--- config.mk ---
export PLATFORM = sky130hd
export DESIGN_NAME = ipl_interrupt_unit
export DESIGN_NICKNAME = d
export VERILOG_FILES = /design/src/rtl/ipl_interrupt_unit.sv
export SDC_FILE = /design/constraint.sdc
export NUM_CORES = 1
export LEC_CHECK = 0
export ABC_AREA = 1
export CAP_MARGIN = 30
export CORE_UTILIZATION = 25
export CTS_CLUSTER_DIAMETER = 30
export DETAILED_ROUTE_END_ITERATION = 16
export PLACE_DENSITY = 0.54
export SETUP_SLACK_MARGIN = 0.1
export SLEW_MARGIN = 10
export SYNTH_ARGS = -nofsm -noshare
export SYNTH_HDL_FRONTEND = slang
export SYNTH_SLANG_ARGS = --single-unit
--- constraint.sdc ---
create_clock -name clk -period 2.1 [get_ports clk]
set_clock_uncertainty 0.05 [all_clocks]
set_input_delay 0.315 -clock clk [delete_from_list [all_inputs] [get_ports clk]]
set_output_delay 0.315 -clock clk [all_outputs]
set_load 0.05 [all_outputs]
--- src/rtl/ipl_interrupt_unit.sv ---
// rtl/ipl_interrupt_unit.sv - IPL synchroniser/filter, NMI edge latch and interrupt-acknowledge sequencer
module ipl_interrupt_unit #(
  parameter int SYNC_STAGES    = 2,
  parameter int TIMEOUT_CYCLES = 255
) (
  input  logic       clk,
  input  logic       rst,
  input  logic [2:0] ipl_n,
  input  logic [2:0] sr_mask,
  input  logic       iack_start,
  input  logic       dtack_n,
  input  logic       vpa_n,
  input  logic       berr_n,
  input  logic [7:0] data_in,
  output logic       int_pending,
  output logic [2:0] int_level,
  output logic       iack_cycle,
  output logic [2:0] iack_level,
  output logic [7:0] vector,
  output logic       vector_valid
);

  localparam logic [7:0] SPURIOUS_VEC = 8'd24;
  localparam logic [7:0] TIMEOUT_VAL  = 8'(TIMEOUT_CYCLES);

  typedef enum logic [1:0] {IDLE, IACK, VECTOR} state_t;

  state_t     state_q, state_d;
  logic [2:0] sync_q [SYNC_STAGES];
  logic [2:0] level_q, level_d;
  logic       nmi_q, nmi_d;
  logic       pending_q, pending_d;
  logic [2:0] iack_level_q;
  logic [7:0] vector_q, vector_d;
  logic [7:0] count_q;
  logic       term;

  always_comb begin
    state_d      = state_q;
    vector_d     = vector_q;
    term         = 1'b0;
    iack_cycle   = 1'b0;
    vector_valid = 1'b0;
    // The sample entering the last stage is compared with the one already there,
    // so the level moves SYNC_STAGES+1 cycles after ipl_n and ignores 1-cycle glitches.
    level_d = (sync_q[SYNC_STAGES-2] == sync_q[SYNC_STAGES-1]) ? ~sync_q[SYNC_STAGES-1] : level_q;

    case (state_q)
      IDLE: begin
        if (iack_start && pending_q) state_d = IACK;
      end
      IACK: begin
        iack_cycle = 1'b1;
        term       = 1'b1;
        if (!berr_n)                  vector_d = SPURIOUS_VEC;
        else if (!vpa_n)              vector_d = SPURIOUS_VEC + {5'd0, iack_level_q};
        else if (!dtack_n)            vector_d = data_in;
        else if (count_q == TIMEOUT_VAL) vector_d = SPURIOUS_VEC;
        else                          term = 1'b0;
        if (term) state_d = VECTOR;
      end
      VECTOR: begin
        vector_valid = 1'b1;
        state_d      = IDLE;
      end
      default: state_d = IDLE;
    endcase

    // A fresh 7-edge in the same cycle as the level-7 acknowledge must survive.
    nmi_d = nmi_q;
    if (term && iack_level_q == 3'd7) nmi_d = 1'b0;
    if (level_d == 3'd7 && level_q != 3'd7) nmi_d = 1'b1;

    pending_d = (state_d == IDLE) &&
                (nmi_d || (level_d != 3'd0 && level_d > sr_mask));
  end

  always_ff @(posedge clk) begin
    if (rst) begin
      for (int i = 0; i < SYNC_STAGES; i++) sync_q[i] <= 3'b111;
      state_q      <= IDLE;
      level_q      <= 3'd0;
      nmi_q        <= 1'b0;
      pending_q    <= 1'b0;
      iack_level_q <= 3'd0;
      vector_q     <= 8'h00;
      count_q      <= 8'd0;
    end else begin
      sync_q[0] <= ipl_n;
      for (int i = 1; i < SYNC_STAGES; i++) sync_q[i] <= sync_q[i-1];
      state_q   <= state_d;
      level_q   <= level_d;
      nmi_q     <= nmi_d;
      pending_q <= pending_d;
      vector_q  <= vector_d;
      if (state_q == IDLE && state_d == IACK) begin
        iack_level_q <= level_q;
        count_q      <= 8'd0;
      end else if (state_q == IACK) begin
        count_q <= count_q + 8'd1;
      end
    end
  end

  assign int_pending = pending_q;
  assign int_level   = level_q;
  assign iack_level  = iack_level_q;
  assign vector      = vector_q;

endmodule

==> flow_summary.yaml <==
run_status:
  status: "complete, no violations"
global_route:
  track_usage_pct: 12.0
  grt_pass1_vias: 1239
  antenna_found_initial: 0
  grt_overflow: 0
  grt_pass1_wl_microns: 5570
  grt_max_degree: 15
pwr:
  ir_drop_uv: 320
  netSwitchingPower_mw: 0.280
  power_switching_share_pct: 22.9
  combPwrFrac_pct: 9.8
  power_frac_clock_pct: 39.3
  power_density_nw_per_um2: 626
  leakagePower_nw: 0.828
  p_int_mw: 0.942
  seq_power_share_pct: 50.9
place:
  hpwlAfterDp_microns: 2410
  gp_congestion: 0.798
  port_buffers: 36
sta:
  hold_viol: 0
  fmax_mhz: 523
  post-route-period-util_pct: 91.1
  drv_slew: 0
  max-slew-margin-rel_pct: 65.8
  setup_viol: 0
  hold_ws_ns: 0.396
  period_needed_ns: 1.91
  tightest_slew_ns: 0.511
  rsz0062_at_grt: "false"
  tns_ns: 0
die:
  die_area_sq_um: 5900
  fp-row-count: 26
  dieHeight_microns: 76.8
  fp.dieW_microns: 76.8
  initial_utilization_pct: 26.7
  coreArea_sq_um: 5240
  pin_count: 37
worst_setup_path:
  critPathTopFamily: "buffers and inverters"
  path_buf_inv: 1
  worstSetupPathType: "reg -> out"
  worstPathRequired_ns: 1.74
  slowest_delay_ns: 0.85
  crit_slowest_cell: "clkdlybuf4s50_1"
  rr_worst_depth: 9
  startpoint_type: "flip-flop"
  cp-end-kind: "output pin"
  worst_ep_arrival_time_ns: 1.55
  cp.depth: 1
  cp_max_fo: 4
  cp_cell_sequence: "clkdlybuf4s50_1"
clocking:
  cts_tree: "yes"
  clk_latency_ns: 0.28
  root_buffer: "clkbuf_8"
  cts_max_level: 2
  cts_buffers: 5
  hold_buffers: 0
  cts_buffer_depth: 2
  clkTransAtPathRegs_ns: 0.06
  cts_num_sinks: 32
layout:
  finish.utilization_pct: 37.3
  final_cell_mix: "clkdlybuf4s50_1, dfxtp_1, nand2_1, inv_1, nor2_1"
  area_growth_pct: 39.5
  nets: 249
  drive_gt1_share_pct: 13.2
  fillers: 548
  n_antenna_cell: 0
  layout_commonest_cell: "clkdlybuf4s50_1"
job:
  maxCapViolCount: 0
min_path:
  min_path_type: "reg -> reg"
  whs_path_depth: 2
logic_synthesis:
  syn_inst: 182
  yosys.area.top_type: "dfxtp_1"
  synthTopCellsByArea: "dfxtp_1, nand2_1, inv_1"
  synth_edf_count: 0
  synth-seq-cells: 32
  synth_fp_nets: 205
  synth_flop_cell: "dfxtp_1"
  synth_seq_area_share_pct: 45.8
  avgSynthCellArea_sq_um: 7.69
  async_flop_share_pct: 0
  ys_warn_count: 0
  syn_area_sq_um: 1400
  synth.distinct_cells: 30
  yosys.area.top_type_share_pct: 45.8
routing:
  vias_per_cell: 4.31
  wl_per_cell_microns: 10.6
  route.detailed.drc: 0
  drt-total-wl_microns: 3140
  vias: 1281
  drt-pass1-iter-count: 4
  drtAntennaViolNets: 0
  drtIter0Drc: 37
kinds of logic (layout without fill, tap and decap cells):
family	Yosys count	after routing	share of synthesized area [%]
xor gates and xnor gates	4	4	3.04
DFF	32	32	45.8
AOI/OAI and AO/OA	28	28	11.9
adders and majority gates	3	3	2.68
buffers and inverters	28	73	7.51
and+or+nand+nor	87	87	29.1
power by group through the flow:
stage	logic [mW]	registers, mW	clock network, mW
detailed placement	0.121	0.636	0
CTS	0.121	0.622	0.497
global route	0.133	0.623	0.521
global placement	0.120	0.636	0
finish	0.120	0.622	0.480
floorplan	0.0543	0.644	0
worst paths after layout:
check	startpoint	to	slack [ns]
max	iack_level[1]$_SDFFE_PP0P_	iack_level[1]	0.19
min	sync_q[0][2]$_SDFF_PP1_	sync_q[0][5]$_SDFF_PP1_	0.40
max reg2reg	sync_q[0][0]$_SDFF_PP1_	int_pending$_SDFF_PP0_	0.37
min reg2reg	sync_q[0][2]$_SDFF_PP1_	sync_q[0][5]$_SDFF_PP1_	0.40
repair_timing:
item                       4_1_cts  5_1_grt
buffers inserted                 0        0
resized for setup                0        1
setup endpoints to repair        0        1
layout make-up:
class	count	area, sq um	area share [%]
flip-flops and latches	32	641	32.8
inverters	26	97.6	5.00
multi-input cells	122	653	33.5
clock buffers	8	90.1	4.62
repair buffers	39	383	19.6
well taps	70	87.6	4.49
through the flow:
step                std cells  area, sq um  total power, mW  setup slack, ns
floorplan                 182         1400            0.698            0.454
global placement          289         1860            0.755            0.251
detailed placement        289         1860            0.756            0.157
CTS                       297         1950             1.24            0.138
global route              297         1950             1.28            0.137
finish                    297         1950             1.22            0.188
routing by layer:
layer | global-route usage [%] | share of wire, %
met2 | 17.3 | 42
met1 | 15.9 | 50
met4 | 6.92 | 2.6
met5 | 0 | 0
met3 | 3.45 | 4.5
flip-flops by register name, indices dropped and copies added, names as in the netlist:
register	flops
count_q	8
vector	8
sync_q	6
iack_level	3
int_level	3
state_q	2
int_pending	1
nmi_q	1
worst reg2reg max path, delay by kind of cell, from the launching register on:
family / cells / cell delay (ns)
and+or+nand+nor: 4 / 0.45
AOI/OAI and AO/OA: 3 / 0.33
adders and majority gates: 1 / 0.30
DFF: 1 / 0.33
xor gates and xnor gates: 1 / 0.22
Yosys cell counts (3+ instances only):
| cell | number |
|---|---|
| inv_2 | 3 |
| nand4_1 | 4 |
| nand3_1 | 14 |
| a21oi_1 | 8 |
| or2_2 | 6 |
| ha_1 | 3 |
| nand2_1 | 31 |
| nor2_1 | 17 |
| dfxtp_1 | 32 |
| inv_1 | 22 |
| xor2_1 | 3 |
| nor3_1 | 7 |
| o21ai_0 | 10 |
Power figures use the tool's default switching activity.
